### config.mk
export PLATFORM = sky130hd
export DESIGN_NAME = pi_loop_sequencer
export DESIGN_NICKNAME = d
export VERILOG_FILES = /design/src/rtl/pi_pkg.sv /design/src/rtl/pi_output_clamp.sv /design/src/rtl/pi_loop_sequencer.sv
export SDC_FILE = /design/constraint.sdc
export NUM_CORES = 1
export LEC_CHECK = 0
export BUFFER_PORTS_ARGS = -buffer_cell sky130_fd_sc_hd__buf_2
export CELL_PAD_IN_SITES_DETAIL_PLACEMENT = 0
export CELL_PAD_IN_SITES_GLOBAL_PLACEMENT = 2
export CORE_UTILIZATION = 30
export CTS_BUF_LIST = sky130_fd_sc_hd__clkbuf_2
export DETAILED_ROUTE_END_ITERATION = 10
export PLACE_DENSITY = 0.84
export SETUP_SLACK_MARGIN = 0.1
export SKIP_CTS_REPAIR_TIMING = 1
export SLEW_MARGIN = 10
export SYNTH_ARGS = -nofsm -noshare
export SYNTH_HDL_FRONTEND = slang
export SYNTH_HIERARCHICAL = 1
export SYNTH_SLANG_ARGS = --single-unit
### constraint.sdc
create_clock -name clk -period 2.3 [get_ports clk]
set_input_delay 0.345 -clock clk [delete_from_list [all_inputs] [get_ports clk]]
set_output_delay 0.345 -clock clk [all_outputs]
set_load 0.005 [all_outputs]
### src/rtl/pi_pkg.sv
// Shared definitions for the PI loop sequencer.
//   - FSM state encoding (IDLE / WAIT / OUTPUT)
//   - default arithmetic pipeline latency
//   - clamp-limit helpers, parameterised by the DAC word width
package pi_pkg;

    localparam logic [1:0] ST_IDLE   = 2'd0;
    localparam logic [1:0] ST_WAIT   = 2'd1;
    localparam logic [1:0] ST_OUTPUT = 2'd2;

    localparam int DEFAULT_PIPELINE_LATENCY = 5;

    // Largest positive value of a range_bits-wide signed word: 2^(R-1)-1.
    function automatic logic [63:0] clamp_pos_limit(input int range_bits);
        return (64'd1 << (range_bits - 1)) - 64'd1;
    endfunction

    // Bit pattern of the most negative range_bits-wide signed word: -2^(R-1).
    // Only the low range_bits bits are meaningful.
    function automatic logic [63:0] clamp_neg_limit(input int range_bits);
        return 64'd1 << (range_bits - 1);
    endfunction

endpackage

### src/rtl/pi_output_clamp.sv
// Combinational output clamp for the PI loop.
// Ports:
//   pi_result  - raw pipeline result (OUTPUT_WIDTH)
//   overflow   - pipeline says result is above the DAC range
//   underflow  - pipeline says result is below the DAC range
//   dac_word   - word to present to the DAC (OUTPUT_RANGE_BITS)
//   clamped    - dac_word is a saturation limit
//   commit_en  - the new integral may be committed (no saturation)
module pi_output_clamp
    import pi_pkg::*;
#(
    parameter int OUTPUT_WIDTH      = 32,
    parameter int OUTPUT_RANGE_BITS = 20
) (
    input  logic [OUTPUT_WIDTH-1:0]      pi_result,
    input  logic                         overflow,
    input  logic                         underflow,
    output logic [OUTPUT_RANGE_BITS-1:0] dac_word,
    output logic                         clamped,
    output logic                         commit_en
);

    localparam logic [OUTPUT_RANGE_BITS-1:0] POS_LIMIT =
        OUTPUT_RANGE_BITS'(clamp_pos_limit(OUTPUT_RANGE_BITS));
    localparam logic [OUTPUT_RANGE_BITS-1:0] NEG_LIMIT =
        OUTPUT_RANGE_BITS'(clamp_neg_limit(OUTPUT_RANGE_BITS));

    // In-range results fit in the low bits; the upper bits carry only sign.
    logic unused_result_hi;
    assign unused_result_hi = ^pi_result[OUTPUT_WIDTH-1:OUTPUT_RANGE_BITS];

    // Overflow wins if the pipeline ever raises both flags.
    always_comb begin
        dac_word  = pi_result[OUTPUT_RANGE_BITS-1:0];
        clamped   = 1'b0;
        commit_en = 1'b1;
        if (overflow) begin
            dac_word  = POS_LIMIT;
            clamped   = 1'b1;
            commit_en = 1'b0;
        end else if (underflow) begin
            dac_word  = NEG_LIMIT;
            clamped   = 1'b1;
            commit_en = 1'b0;
        end
    end

endmodule

### src/rtl/pi_loop_sequencer.sv
// PI control-loop sequencer around an external PI arithmetic pipeline.
// One ADC sample per iteration: capture sample/setpoint/gains into hold
// registers driving the pipeline, wait out the pipeline latency, clamp the
// result into the DAC range, commit the integral (anti-windup: not on
// saturation) and hand one DAC word downstream over valid/ready.
// Ports:
//   clk, rst_L                 - clock, asynchronous active-low reset
//   enable, integral_clear     - run enable, clear stored integral (IDLE only)
//   sample_valid, sample_data  - ADC sample strobe and value
//   setpoint_in, kp_in, ki_in  - live loop parameters, sampled at capture
//   pipe_*  (out)              - held operands to the pipeline
//   pipe_*  (in)               - pipeline integral/result and range flags
//   dac_data, dac_valid, dac_ready - output word handshake
//   busy, clamped, dropped_count   - status
module pi_loop_sequencer
    import pi_pkg::*;
#(
    parameter int INPUT_WIDTH       = 18,
    parameter int OUTPUT_WIDTH      = 32,
    parameter int OUTPUT_RANGE_BITS = 20,
    parameter int PIPELINE_LATENCY  = DEFAULT_PIPELINE_LATENCY
) (
    input  logic                         clk,
    input  logic                         rst_L,
    input  logic                         enable,
    input  logic                         integral_clear,
    input  logic                         sample_valid,
    input  logic [INPUT_WIDTH-1:0]       sample_data,
    input  logic [INPUT_WIDTH-1:0]       setpoint_in,
    input  logic [OUTPUT_WIDTH-1:0]      kp_in,
    input  logic [OUTPUT_WIDTH-1:0]      ki_in,
    output logic [INPUT_WIDTH-1:0]       pipe_actual,
    output logic [INPUT_WIDTH-1:0]       pipe_setpoint,
    output logic [OUTPUT_WIDTH-1:0]      pipe_kp,
    output logic [OUTPUT_WIDTH-1:0]      pipe_ki,
    output logic [OUTPUT_WIDTH-1:0]      pipe_integral,
    input  logic [OUTPUT_WIDTH-1:0]      pipe_integral_result,
    input  logic [OUTPUT_WIDTH-1:0]      pipe_pi_result,
    input  logic                         pipe_overflow,
    input  logic                         pipe_underflow,
    output logic [OUTPUT_RANGE_BITS-1:0] dac_data,
    output logic                         dac_valid,
    input  logic                         dac_ready,
    output logic                         busy,
    output logic                         clamped,
    output logic [15:0]                  dropped_count
);

    localparam int CW = $clog2(PIPELINE_LATENCY + 1);
    localparam logic [CW-1:0] WAIT_LOAD = CW'(PIPELINE_LATENCY);

    logic [1:0]                   state_reg,    state_next;
    logic [CW-1:0]                wait_cnt_reg, wait_cnt_next;
    logic [INPUT_WIDTH-1:0]       actual_reg;
    logic [INPUT_WIDTH-1:0]       setpoint_reg;
    logic [OUTPUT_WIDTH-1:0]      kp_reg;
    logic [OUTPUT_WIDTH-1:0]      ki_reg;
    logic [OUTPUT_WIDTH-1:0]      integral_reg;
    logic [OUTPUT_RANGE_BITS-1:0] dac_data_reg;
    logic                         dac_valid_reg;
    logic                         clamped_reg;
    logic [15:0]                  dropped_reg;

    logic                         capture;
    logic                         clear_integral;
    logic                         drop;
    logic                         take_result;
    logic                         transfer;

    logic [OUTPUT_RANGE_BITS-1:0] clamp_word;
    logic                         clamp_flag;
    logic                         commit_en;

    pi_output_clamp #(
        .OUTPUT_WIDTH      (OUTPUT_WIDTH),
        .OUTPUT_RANGE_BITS (OUTPUT_RANGE_BITS)
    ) u_clamp (
        .pi_result (pipe_pi_result),
        .overflow  (pipe_overflow),
        .underflow (pipe_underflow),
        .dac_word  (clamp_word),
        .clamped   (clamp_flag),
        .commit_en (commit_en)
    );

    // integral_clear pre-empts a coincident capture; any strobe that does not
    // start an iteration is a drop.
    always_comb begin
        clear_integral = (state_reg == ST_IDLE) && integral_clear;
        capture        = (state_reg == ST_IDLE) && enable && sample_valid && !integral_clear;
        drop           = sample_valid && !capture;
        take_result    = (state_reg == ST_WAIT) && (wait_cnt_reg == '0);
        transfer       = (state_reg == ST_OUTPUT) && dac_valid_reg && dac_ready;
    end

    always_comb begin
        state_next    = state_reg;
        wait_cnt_next = wait_cnt_reg;
        case (state_reg)
            ST_IDLE: begin
                if (capture) begin
                    state_next    = ST_WAIT;
                    wait_cnt_next = WAIT_LOAD;
                end
            end
            ST_WAIT: begin
                if (take_result) begin
                    state_next = ST_OUTPUT;
                end else begin
                    wait_cnt_next = wait_cnt_reg - 1'b1;
                end
            end
            ST_OUTPUT: begin
                if (transfer) begin
                    state_next = ST_IDLE;
                end
            end
            default: state_next = ST_IDLE;
        endcase
    end

    always_ff @(posedge clk or negedge rst_L) begin
        if (!rst_L) begin
            state_reg     <= ST_IDLE;
            wait_cnt_reg  <= '0;
            actual_reg    <= '0;
            setpoint_reg  <= '0;
            kp_reg        <= '0;
            ki_reg        <= '0;
            integral_reg  <= '0;
            dac_data_reg  <= '0;
            dac_valid_reg <= 1'b0;
            clamped_reg   <= 1'b0;
            dropped_reg   <= '0;
        end else begin
            state_reg    <= state_next;
            wait_cnt_reg <= wait_cnt_next;

            if (capture) begin
                actual_reg   <= sample_data;
                setpoint_reg <= setpoint_in;
                kp_reg       <= kp_in;
                ki_reg       <= ki_in;
            end

            if (clear_integral) begin
                integral_reg <= '0;
            end else if (take_result && commit_en) begin
                integral_reg <= pipe_integral_result;
            end

            if (take_result) begin
                dac_data_reg  <= clamp_word;
                clamped_reg   <= clamp_flag;
                dac_valid_reg <= 1'b1;
            end else if (transfer) begin
                dac_valid_reg <= 1'b0;
            end

            if (drop && (dropped_reg != 16'hFFFF)) begin
                dropped_reg <= dropped_reg + 16'd1;
            end
        end
    end

    assign pipe_actual   = actual_reg;
    assign pipe_setpoint = setpoint_reg;
    assign pipe_kp       = kp_reg;
    assign pipe_ki       = ki_reg;
    assign pipe_integral = integral_reg;
    assign dac_data      = dac_data_reg;
    assign dac_valid     = dac_valid_reg;
    assign clamped       = clamped_reg;
    assign dropped_count = dropped_reg;
    assign busy          = (state_reg != ST_IDLE);

endmodule

==> results.json <==
{
  "final_cell_mix": "buf_2 (329), dfrtp_1 (175), dlygate4sd3_1 (161), mux2_1 (68), mux2_2 (55)",
  "synth_ff_type": "dfrtp_1",
  "power_uw": 10400,
  "synth-simple-area-share_pct": 5.59,
  "peakVddDrop_v": 0.000497,
  "switching_power_uw": 3330,
  "post-place-ws_ns": 0.321,
  "layout.nets": 1127,
  "fin_util_pct": 47.8,
  "die_x_um": 155,
  "netlist_top_cells_area": "dfrtp_1 (62%), mux2_1 (11%), mux2_2 (8.8%), a22o_1 (4.0%), a21o_1 (2.2%)",
  "via_per_inst": 4.43,
  "grt_pass1_vias": 5067,
  "rsz0062_at_grt": "no",
  "rows": 55,
  "yosysTopAreaCell": "dfrtp_1",
  "die_y_um": 155,
  "maxSlewViolCount": 0,
  "cts_buffers": 17,
  "gp_congestion": 0.714,
  "cts_tree": "done",
  "clock_skew_ns": 0.0361,
  "h-tree-depth": 4,
  "drt_pass1_iterations": 4,
  "synth_top_family_by_area": "multiplexers",
  "synth_compound_gate_area_share_pct": 6.53,
  "relSlewSlack_pct": 61.2,
  "crit_type": "reg2reg",
  "ys.warnings.count": 6,
  "syn_area_per_cell_um2": 15.4,
  "ys_seq_elements": 175,
  "synthesis.area_um2": 7030,
  "finalCriticalPeriod_ns": 2.01,
  "dp_hpwl_mm": 12.7,
  "power.leakage_uw": 0.00542,
  "switching_share_pct": 32.1,
  "root_buffer": "clkbuf_2",
  "syn_inst": 458,
  "core_um2": 22800,
  "syn_nets": 633,
  "synthDistinctLibCells": 40,
  "worstPathRequired_ns": 2.88,
  "finalHoldViolCount": 0,
  "drc_errors": 0,
  "die-area_um2": 24100,
  "clk_pin_slew_ns": 0.24,
  "ant_nets": 0,
  "fin_tns_setup_ns": 0,
  "clockBufferDepth": 2,
  "synth-edff-count": 0,
  "status": "finished clean",
  "setup_viol": 0,
  "ios": 343,
  "power_frac_clock_pct": 18.0,
  "pwr-share-comb_pct": 34.1,
  "synthAdderAreaFrac_pct": 0.534,
  "ys_seq_area_share_pct": 62.3,
  "grt_pass1_wl_mm": 27.3,
  "end_kind": "flop",
  "fin_crit_sh_pct": 87.6,
  "area_growth_pct": 55.2,
  "wire_per_inst_um": 15.2,
  "routed-via-count": 5658,
  "nFillCells": 2069,
  "initial_core_util_pct": 30.8,
  "sequentialPowerShare_pct": 47.9,
  "maxCapViolations": 0,
  "drtIter0Drc": 253,
  "port_buffers": 330,
  "clk_latency_ns": 0.70,
  "antenna_found_initial": 1,
  "startpoint_type": "flop",
  "tightestPinTransition_ns": 0.580,
  "synth_xor_area_share_pct": 1.87,
  "synthMuxAreaShare_pct": 19.9,
  "grt_remaining_overflow": 0,
  "synth.top_cell.area_share_pct": 62.3,
  "mostFrequentLayoutCell": "buf_2",
  "powerDensity_nw_per_um2": 952,
  "critPathArrivalTime_ns": 2.59,
  "clock_sinks": 175,
  "async_reset_ff_share_pct": 100,
  "grt_max_degree": 56,
  "p_int_uw": 7060,
  "holdCritPathClass": "in2reg",
  "setup_ws_ns": 0.286,
  "drive_gt1_share_pct": 45.7,
  "grt_usage_pct": 14.6,
  "fmax_mhz": 497,
  "wl_mm": 19.5,
  "cp_max_fo": 33
}
-- critical path: stages (launching register included) --
cell	delay [ns]
dfrtp_1	0.42
inv_1	0.10
ha_1	0.17
and4bb_1	0.24
and2_4	0.43
a21oi_4	0.03
buf_4	0.27
a22o_1	0.24
-- final cells by class --
cell class	count	area (um2)	share of cell area, %
tap	313	392	3.59
timing repair buffer	500	3400	31.1
inverter	6	22.5	0.206
sequential	175	4380	40.1
antenna	1	2.50	0.0229
multi-input combinational	252	2430	22.3
clock inverter	14	205	1.88
clock buffer	17	85.1	0.780
-- kinds of logic (layout without fill, tap and decap cells) --
family,after synthesis,count (layout)
mux,124,124
buf+inv,31,537
fa+ha+maj,3,3
simple gates,55,55
compound gates,55,55
flops,175,175
xor+xnor,15,15
other cells,0,1
-- final timing paths --
| path | startpoint | endpoint | slack (ns) | cells past startpoint |
|---|---|---|---|---|
| setup reg to reg | wait_cnt_reg[0] | pipe_integral[17] | 0.29 | 7 |
| hold / removal | integral_clear | wait_cnt_reg[1] | 0.17 | 5 |
| min in group asynchronous | rst_L | pipe_kp[16] | 0.58 | 3 |
| setup / recovery | wait_cnt_reg[0] | pipe_integral[17] | 0.29 | 7 |
| hold reg to reg | pipe_kp[2] | pipe_kp[2] | 0.52 | 1 |
| max in group asynchronous | rst_L | pipe_setpoint[17] | 0.96 | 4 |
-- cell usage after synthesis, drive strengths merged, types with 2 or more instances --
| library cell | instances |
|---|---|
| a21o | 21 |
| a22o | 32 |
| buf | 25 |
| dfrtp | 175 |
| ha | 3 |
| inv | 6 |
| mux2 | 124 |
| nand2 | 11 |
| nand2b | 2 |
| nand3 | 7 |
| nand4 | 7 |
| nor2 | 6 |
| nor2b | 2 |
| nor3 | 4 |
| nor4 | 5 |
| nor4b | 3 |
| or3 | 2 |
| xnor2 | 5 |
| xor2 | 10 |
-- power by group through the flow --
stage / logic, uW / registers, uW / clock network [uW]
2_1_floorplan: 1470 / 5120 / 0
3_3_place_gp: 3310 / 4990 / 0
3_5_place_dp: 3350 / 5040 / 0
4_1_cts: 3350 / 4980 / 1990
5_1_grt: 3890 / 5160 / 2090
6_report: 3550 / 4980 / 1870
-- metal layers --
layer,vias to the layer above,track usage [%],wire [um],part of all wire (%)
met2,227,25.6,10200,52
met4,0,3.58,350,1.8
met3,26,5.46,1320,6.8
li1,2633,-,-,-
met5,-,0,0,0
met1,2772,16.9,7610,39
-- through the flow --
stage	cell area [um2]	instances	hold WS, ns
CTS	9280	1115	-0.618
global route	10900	1278	0.0963
global placement	8990	1084	0.273
floorplan	7030	458	0.0494
finish	10900	1278	0.171
detailed placement	8990	1084	0.278
Power figures use the tool's default switching activity.
